File: src/rtl/rcosc_div_pkg.sv
// Shared types and helpers for the RC-oscillator clock-divider bank.
package rcosc_div_pkg;

    localparam int DIV_W_DEF = 16;

    typedef enum logic [1:0] {
        PARKED = 2'd0,
        RUN    = 2'd1,
        DRAIN  = 2'd2
    } chan_state_t;

    // A divisor of zero has no meaning; it is promoted to divide-by-one.
    function automatic logic [31:0] sanitise_div(input logic [31:0] v);
        return (v == 32'd0) ? 32'd1 : v;
    endfunction

endpackage

File: src/rtl/rcosc_div_chan.sv
// One divider channel: period counter, pending divisor and glitch-free registered outputs.
module rcosc_div_chan
    import rcosc_div_pkg::*;
#(
    parameter int DIV_W   = DIV_W_DEF,
    parameter int DEF_DIV = 160
) (
    input  logic             clk,
    input  logic             rst_n,
    input  logic             active,
    input  logic             div_wr,
    input  logic [DIV_W-1:0] div_val,
    output logic             div_out,
    output logic             tick,
    output logic [DIV_W-1:0] div_cur,
    output chan_state_t      state
);

    localparam logic [DIV_W-1:0] ONE_D = DIV_W'(1);
    localparam logic [DIV_W:0]   ONE_H = (DIV_W + 1)'(1);

    chan_state_t      state_nx;
    logic [DIV_W-1:0] cnt, cnt_nx;
    logic [DIV_W-1:0] div_cur_nx;
    logic [DIV_W-1:0] pend, pend_nx;
    logic             pend_v, pend_v_nx;
    logic             div_out_nx, tick_nx;
    logic [DIV_W-1:0] div_san;
    logic [DIV_W:0]   half_d;
    logic             wrap;

    assign div_san = DIV_W'(sanitise_div(32'(div_val)));
    // One extra bit keeps (D+1)/2 exact for the largest divisor.
    assign half_d  = ({1'b0, div_cur} + ONE_H) >> 1;
    assign wrap    = (cnt == div_cur - ONE_D);

    always_ff @(posedge clk or negedge rst_n) begin
        if (!rst_n) begin
            state   <= PARKED;
            cnt     <= '0;
            div_cur <= DIV_W'(DEF_DIV);
            pend    <= '0;
            pend_v  <= 1'b0;
            div_out <= 1'b0;
            tick    <= 1'b0;
        end else begin
            state   <= state_nx;
            cnt     <= cnt_nx;
            div_cur <= div_cur_nx;
            pend    <= pend_nx;
            pend_v  <= pend_v_nx;
            div_out <= div_out_nx;
            tick    <= tick_nx;
        end
    end

    // A write in the same cycle as a wrap bypasses pending so it governs the next period.
    always_comb begin
        state_nx   = state;
        cnt_nx     = cnt;
        div_cur_nx = div_cur;
        pend_nx    = pend;
        pend_v_nx  = pend_v;
        div_out_nx = 1'b0;
        tick_nx    = 1'b0;
        if (div_wr) begin
            pend_nx   = div_san;
            pend_v_nx = 1'b1;
        end
        case (state)
            PARKED: begin
                cnt_nx = '0;
                if (pend_v_nx) begin
                    div_cur_nx = pend_nx;
                    pend_v_nx  = 1'b0;
                end
                if (active) state_nx = RUN;
            end
            RUN, DRAIN: begin
                tick_nx    = (cnt == '0);
                div_out_nx = (div_cur != ONE_D) && ({1'b0, cnt} < half_d);
                if (wrap) begin
                    cnt_nx = '0;
                    if (pend_v_nx) begin
                        div_cur_nx = pend_nx;
                        pend_v_nx  = 1'b0;
                    end
                    state_nx = active ? RUN : PARKED;
                end else begin
                    cnt_nx   = cnt + ONE_D;
                    state_nx = active ? RUN : DRAIN;
                end
            end
            default: state_nx = PARKED;
        endcase
    end

endmodule

File: src/rtl/rcosc_clk_divider.sv
// Clock-divider bank behind the 160 MHz RC oscillator: settle counter, READY, channel array.
module rcosc_clk_divider
    import rcosc_div_pkg::*;
#(
    parameter int NUM_CH         = 4,
    parameter int DIV_W          = DIV_W_DEF,
    parameter int DEF_DIV        = 160,
    parameter int STARTUP_CYCLES = 64
) (
    input  logic                    CLK,
    input  logic                    RESETN,
    input  logic [NUM_CH-1:0]       CH_EN,
    input  logic [NUM_CH-1:0]       DIV_WR,
    input  logic [NUM_CH*DIV_W-1:0] DIV_VAL,
    output logic [NUM_CH-1:0]       DIV_OUT,
    output logic [NUM_CH-1:0]       TICK,
    output logic [NUM_CH*DIV_W-1:0] DIV_CUR,
    output logic                    READY,
    output logic [2*NUM_CH-1:0]     DBG_STATE
);

    localparam int               SET_W    = $clog2(STARTUP_CYCLES + 1);
    localparam logic [SET_W-1:0] SET_LAST = SET_W'(STARTUP_CYCLES - 1);

    logic [SET_W-1:0] settle_cnt;

    // Counter freezes once READY is set; READY then holds until the next reset.
    always_ff @(posedge CLK or negedge RESETN) begin
        if (!RESETN) begin
            settle_cnt <= '0;
            READY      <= 1'b0;
        end else if (!READY) begin
            if (settle_cnt == SET_LAST) READY <= 1'b1;
            settle_cnt <= settle_cnt + SET_W'(1);
        end
    end

    for (genvar i = 0; i < NUM_CH; i++) begin : g_ch
        chan_state_t ch_state;

        rcosc_div_chan #(
            .DIV_W   (DIV_W),
            .DEF_DIV (DEF_DIV)
        ) u_chan (
            .clk     (CLK),
            .rst_n   (RESETN),
            .active  (READY & CH_EN[i]),
            .div_wr  (DIV_WR[i]),
            .div_val (DIV_VAL[i*DIV_W +: DIV_W]),
            .div_out (DIV_OUT[i]),
            .tick    (TICK[i]),
            .div_cur (DIV_CUR[i*DIV_W +: DIV_W]),
            .state   (ch_state)
        );

        assign DBG_STATE[2*i +: 2] = ch_state;
    end

endmodule

File: config.mk
export PLATFORM = sky130hd
export DESIGN_NAME = rcosc_clk_divider
export DESIGN_NICKNAME = d
export VERILOG_FILES = /design/src/rtl/rcosc_div_pkg.sv /design/src/rtl/rcosc_div_chan.sv /design/src/rtl/rcosc_clk_divider.sv
export SDC_FILE = /design/constraint.sdc
export NUM_CORES = 1
export LEC_CHECK = 0
export ABC_CLOCK_PERIOD_IN_PS = 5020
export BUFFER_PORTS_ARGS = -buffer_cell sky130_fd_sc_hd__buf_4
export CAP_MARGIN = 40
export CORE_ASPECT_RATIO = 1.2
export CORE_MARGIN = 2
export CORE_UTILIZATION = 60
export CTS_CLUSTER_SIZE = 30
export DETAILED_ROUTE_END_ITERATION = 16
export GPL_TIMING_DRIVEN = 0
export HOLD_SLACK_MARGIN = 0.15
export PLACE_DENSITY = 0.81
export RECOVER_POWER = 50
export SETUP_SLACK_MARGIN = 0.15
export SLEW_MARGIN = 20
export SYNTH_ARGS = -nofsm -noshare
export SYNTH_HDL_FRONTEND = slang
export SYNTH_SLANG_ARGS = --single-unit
export TNS_END_PERCENT = 5
File: constraint.sdc
create_clock -name CLK -period 5.02 [get_ports CLK]
set_input_delay 1.004 -clock CLK [delete_from_list [all_inputs] [get_ports CLK]]
set_output_delay 1.004 -clock CLK [all_outputs]
set_load 0.05 [all_outputs]
* Yosys cells after proc, flatten, opt, wreduce, memory -nomap -nowiden
Index checks and enable logic that the tools add are counted.
** Storage, ports and cells
- Bits in registers :: 220
- Input port bits :: 74
- Output and inout port bits :: 81
- Word-level logic and storage cells :: 174
** Operators by class
- $add $sub $neg :: 13
- Order comparisons :: 4
- Equal/unequal tests :: 25
- Multiplexer cells :: 70
- Bitwise logic cells :: 4
- Reductions and logical operators :: 28
** Operators by type and width (count)
- 16-bit 2-to-1 mux :: 20
- 16-bit one-hot mux with 2 select lines :: 8
- 16-bit logical NOT :: 8
- 16-bit by 1-bit adder with 17-bit output (second input constant) :: 4
- 16-bit by 1-bit adder with 16-bit output (second input constant) :: 4
- 16-bit equality test :: 4
- 16-bit < comparator :: 4
- 16-bit by 1-bit != test with 1-bit output (second input constant) :: 4
- 16-bit by 1-bit subtractor with 16-bit output (second input constant) :: 4
- 2-bit 2-to-1 mux :: 12
- 1-bit 2-to-1 mux :: 22
- 2-bit by 1-bit != test with 1-bit output (second input constant) :: 8
- 2-bit one-hot mux with 2 select lines :: 4
- 2-bit by 1-bit equality test with 1-bit output (second input constant) :: 4
- 2-bit equality test (second input constant) :: 4
- 2-bit logical NOT :: 4
- 1-bit one-hot mux with 2 select lines :: 4
- 2-bit AND reduction :: 4
- 2-bit nonzero test :: 4
- 2-bit OR reduction :: 4
- 7-bit by 1-bit adder with 7-bit output (second input constant) :: 1
- 7-bit by 6-bit equality test with 1-bit output (second input constant) :: 1
- 1-bit bitwise AND :: 4
- 1-bit logical AND :: 4

* Depth between registers and ports, before layout
- Depth after elaboration :: 6
- Mapped depth :: 12
- Depth with buffers taken out :: 12

* By module
A second synthesis with hierarchy kept.
** Unflattened totals
- Cells, all modules :: 1837
- Area total of the unflattened synthesis :: 16696.0 um^2
** By module, submodules not included
- rcosc_div_chan at g_ch[0].u_chan ... :: instances 3, cells an instance 477, area an instance 4194.0 um^2, seq. area each 1328.8 um^2
- rcosc_div_chan at g_ch[3].u_chan :: instances 1, cells an instance 375, area an instance 3727.3 um^2, seq. area each 1328.8 um^2
- rcosc_clk_divider :: instances 1, cells an instance 31, area an instance 386.6 um^2, seq. area each 200.2 um^2

* Worst setup path after synthesis
OpenSTA, ideal clock, no wires.
- Path type :: reg-to-reg
- Start point :: register g_ch[0].u_chan.div_cur[0]
- End point :: register g_ch[0].u_chan.div_cur[10]
- Library setup time :: 0.125 ns
- Arrival time :: 3.592 ns
- Data required time :: 4.895 ns
- Path slack :: 1.303 ns
- Cell stages (with the launch flop) :: 12
- Path buffers :: 2
- Clock period less this slack :: 3.717 ns
- Cell sequence :: dfrtp_1 > clkbuf_1 > inv_1 > ha_1 > nor4_1 > a32oi_1 > or4b_2 > o21a_1 > or4b_1 > a21oi_2 > buf_6 > mux2_2
** On the way
- Word-level cells in the longest chain between the ends :: 4
** Ends and longest elaborated chain
- start: declaration :: line rcosc_div_chan.sv:15 : output logic [DIV_W-1:0] div_cur,
- start signal: assignment :: line rcosc_div_chan.sv:41 : div_cur <= DIV_W'(DEF_DIV);
- start signal: assignment :: line rcosc_div_chan.sv:49 : div_cur <= div_cur_nx;
- 16-bit by 1-bit subtractor with 16-bit output :: line rcosc_div_chan.sv:35 : assign wrap = (cnt == div_cur - ONE_D);
- 16-bit equality test :: line rcosc_div_chan.sv:35
- 2-bit by 1-bit != test with 1-bit output (no source line)
- 2-bit AND reduction (no source line)
Every way passes these cells.
A chain may end at the register's enable or synchronous reset.

* Final worst setup path
- Start point :: register g_ch[0].u_chan.div_cur[0]
- End point :: register g_ch[0].u_chan.cnt[15]
** On the way
- Word-level cells in the longest chain between the ends :: 4
** Ends and longest elaborated chain
- 16-bit by 1-bit subtractor with 16-bit output :: line rcosc_div_chan.sv:35
- 16-bit equality test :: line rcosc_div_chan.sv:35
- 16-bit 2-to-1 mux :: line rcosc_div_chan.sv:82 : if (wrap) begin
- 16-bit one-hot mux with 2 select lines :: line rcosc_div_chan.sv:70 : case (state)
- end signal: assignment :: line rcosc_div_chan.sv:48 : cnt <= cnt_nx;
- end: declaration :: line rcosc_div_chan.sv:23 : logic [DIV_W-1:0] cnt, cnt_nx;
Every way passes these cells.

==> flow_summary.yaml <==
final_layout:
  fin_cells: 1974
  drive_gt1_share_pct: 20.6
  area_growth_pct: 16.2
  fillers: 1766
  final_cell_mix: "212 x dfrtp_1, 158 x buf_4, 139 x nor2_1"
  final_core_utilization_pct: 71.3
  design_area_um2: 16500
  seq_area_um2: 5520
  layout_commonest_cell: "dfrtp_1"
  layout.nets: 1804
  multi_input_area_um2: 8090
status:
  status: "finished with violations"
  violations: "capacitance limit, slew limit"
clock_tree:
  cts_sinks: 220
  clockRootBuffer: "clkbuf_16"
  clk_pin_slew_worst_paths_ps: 60
  post_cts_buffers: 0
  ctsResizeCount: 0
  cts_tree: "yes"
  cts_made_buffers: 23
  clk_latency_ps: 520
  holdBufCountCts: 0
  max-clock-path-buffers: 3
  h-tree-depth: 1
setup_path:
  slowest_stage: "o31ai_1"
  crit_arrival_ps: 4290
  cp.required_ps: 5390
  path_class: "flop to flop"
  slowest_delay_ps: 730
  crit_family: "simple AND/OR/NAND/NOR gates"
  path_common_cell: "clkbuf_1"
  r2r_setup_slack_ps: 1100
  path_buf_inv: 3
  crit_fanout: 10
  cp-end-kind: "flop"
  crit_path_cell_trace: "clkbuf_1 -> inv_1 -> ha_1 -> nor4_1 -> a32oi_1 -> or4b_2 -> o21a_1 -> o31ai_1 -> nor2b_1 -> clkbuf_1 -> nor2_1"
  cp-start-kind: "flop"
synthesis:
  synth_top_area_share_pct: 37.3
  synthSimpleGateAreaFrac_pct: 19.2
  synth_compound_area_share_pct: 8.29
  avgSynthCellArea_um2: 9.72
  syn-instance-count: 1464
  synth-xor-area-share_pct: 11.1
  yosysUniqueCellTypes: 79
  synth_area_leaders: "dfrtp_1 37%, mux2_2 9.2%, ha_1 7.8%"
  synth-seq-cells: 220
  ys_seq_area_share_pct: 38.8
  synth_mux_area_share_pct: 10.4
  synth_top_family_by_area: "simple AND/OR/NAND/NOR gates"
  yosysWarnings: 0
  ys.flop_type: "dfrtp_1"
  synth_fp_nets: 1627
  synth-edff-count: 0
  synth_fa_ha_area_share_pct: 7.83
  syn-cell-area_um2: 14200
  yosysTopAreaCell: "dfrtp_1"
  synthArstFlopShare_pct: 100
routing:
  first_pass_iters: 6
  routed_via_density: 5.86
  first_iter_violations: 766
  ant_nets: 0
  vias: 11600
  routed_wl_mm: 34.0
  drc: 0
  drt-wirelength-per-cell_um: 17.2
global_route:
  grt_pass1_vias: 11600
  use_met2_pct: 48.0
  grt_first_pass_wirelength_mm: 57.3
  use_met1_pct: 36.3
  grt_use_total_pct: 27.8
  grt-ovfl-total: 0
  grt_max_degree: 100
  top_usage_layer: "met2"
  met3_usage_pct: 3.60
  antenna_found_initial: 1
power_and_ir_drop:
  ir_worst_vdd_v: 0.000325
  pwr-share-seq_pct: 40.4
  combPwrFrac_pct: 26.7
  p_per_area_nw_per_um2: 303
  p_int_mw: 3.37
  leakage_nw: 7.02
  p_clk_share_pct: 32.9
  p_sw_share_pct: 32.8
  power.switching_mw: 1.64
timing:
  timing.fmax_ghz: 0.255
  period_share_pct: 78.0
  hold_viol: 0
  fin_setup_tns_ps: 0
  tightest_slew_ps: 3170
  layout_setup_ws_ps: 1100
  slew_headroom_pct: -111
  setup_violations: 0
  rsz0062_at_grt: "no"
  drv_slew: 55
  skew_ps: 13.4
  period_needed_ps: 3920
placed_design:
  dp.cells: 1931
  dpl_cell_area_um2: 15800
  gp_congestion: 0.927
  portBuffers: 150
  dpl.hpwl_mm: 25.7
  pre_cts_ws_ps: 1180
floorplanning:
  core_region_area_um2: 23200
  rows: 61
  die_h_um: 173
  die_area_um2: 25000
  io_pins: 155
  initial_utilization_pct: 61.3
  die_w_um: 145
flow_run:
  drv_cap: 1
min_path:
  hp-class: "flop to flop"
power by group through the flow:
| stage | sequential (mW) | combinational, mW | clock (mW) |
|---|---|---|---|
| 4_1_cts | 2.02 | 1.34 | 1.69 |
| 6_report | 2.02 | 1.34 | 1.65 |
| 3_5_place_dp | 2.05 | 1.33 | 0 |
| 5_1_grt | 2.04 | 1.45 | 1.76 |
| 3_3_place_gp | 2.05 | 1.29 | 0 |
| 2_1_floorplan | 2.29 | 0.673 | 0 |
synth_stat cells, types with 4 or more instances:
| cell | count |
|---|---|
| nor3_1 | 48 |
| xnor2_1 | 97 |
| a41oi_1 | 5 |
| nor4_1 | 41 |
| mux2_2 | 116 |
| xor2_1 | 80 |
| dfrtp_1 | 212 |
| inv_1 | 43 |
| a211oi_1 | 9 |
| o211ai_1 | 11 |
| nor3b_1 | 4 |
| mux2_4 | 10 |
| nor2_1 | 139 |
| buf_4 | 9 |
| nand3_1 | 72 |
| nand4b_1 | 6 |
| o22ai_1 | 4 |
| nand2b_1 | 12 |
| or2_2 | 5 |
| clkbuf_1 | 77 |
| ha_1 | 89 |
| buf_2 | 8 |
| nand2_1 | 85 |
| and2_1 | 5 |
| o31ai_1 | 8 |
| nand4_1 | 40 |
| o41ai_1 | 4 |
| o21ai_0 | 33 |
| and4b_1 | 4 |
| a21oi_1 | 34 |
| dfstp_2 | 8 |
| o21a_1 | 6 |
| a21o_1 | 18 |
| nor2b_1 | 14 |
| a31oi_1 | 6 |
| or3_1 | 12 |
| a21boi_0 | 4 |
| or4_1 | 8 |
| and3_1 | 17 |
cell type report:
type                       count  area share (%)
sequential                   220            33.4
antenna                        1          0.0151
clock inverter                 7           0.265
inverter                      43           0.976
multi-input combinational   1100            48.9
timing repair buffer         152            7.12
tap                          315            2.38
clock buffer                  35            4.18
buffer                       101            2.79
routing by layer:
metal,up-vias,wire length (um)
met5,-,0
met4,0,937
met3,72,1870
met2,352,17100
met1,5572,14100
li1,5566,-
kinds of logic (layout without fill, tap and decap cells):
family / after synthesis / after routing
multiplexers: 129 / 129
XOR/XNOR: 178 / 178
flip-flops: 220 / 220
AND/OR/NAND/NOR: 531 / 531
adder cells (fa/ha/maj): 89 / 89
other: 0 / 1
AO/OA/AOI/OAI: 173 / 173
buffers and inverters: 144 / 338
path summary, 6_finish.rpt:
kind	start	endpoint	cells after the start
setup / recovery	g_ch[0].u_chan.div_cur[0]$_DFFE_PN0P_	g_ch[0].u_chan.cnt[15]$_DFFE_PN0P_	11
hold reg to reg	settle_cnt[5]$_DFFE_PN0N_	settle_cnt[5]$_DFFE_PN0N_	1
min in group asynchronous	RESETN	g_ch[3].u_chan.div_cur[14]$_DFFE_PN0P_	1
max in group asynchronous	RESETN	g_ch[0].u_chan.cnt[3]$_DFFE_PN0P_	1
hold / removal	settle_cnt[5]$_DFFE_PN0N_	settle_cnt[5]$_DFFE_PN0N_	1
setup reg to reg	g_ch[0].u_chan.div_cur[0]$_DFFE_PN0P_	g_ch[0].u_chan.cnt[15]$_DFFE_PN0P_	11
state kept, by name, indices dropped and copies added, names as in the netlist:
register and flops:
g_ch.u_chan.cnt 64, g_ch.u_chan.div_cur 64, g_ch.u_chan.pend 64, g_ch.u_chan.state 8
settle_cnt 7, g_ch.u_chan.div_out 4, g_ch.u_chan.pend_v 4, g_ch.u_chan.tick 4
READY 1
worst reg2reg max path, stage by stage, from the launching register on:
cell      delay, ps
dfrtp_1         400
clkbuf_1        360
inv_1            90
ha_1            270
nor4_1          190
a32oi_1          80
or4b_2          650
o21a_1          140
o31ai_1         730
nor2b_1         320
clkbuf_1        440
nor2_1          110
stage by stage:
step	hold slack (ps)	power, mW
after global placement	456	3.34
after global routing	496	5.25
final	469	5.01
after floorplan	439	2.97
after detailed placement	460	3.39
after CTS	407	5.05
No activity file was read; power rests on OpenSTA's default activity.
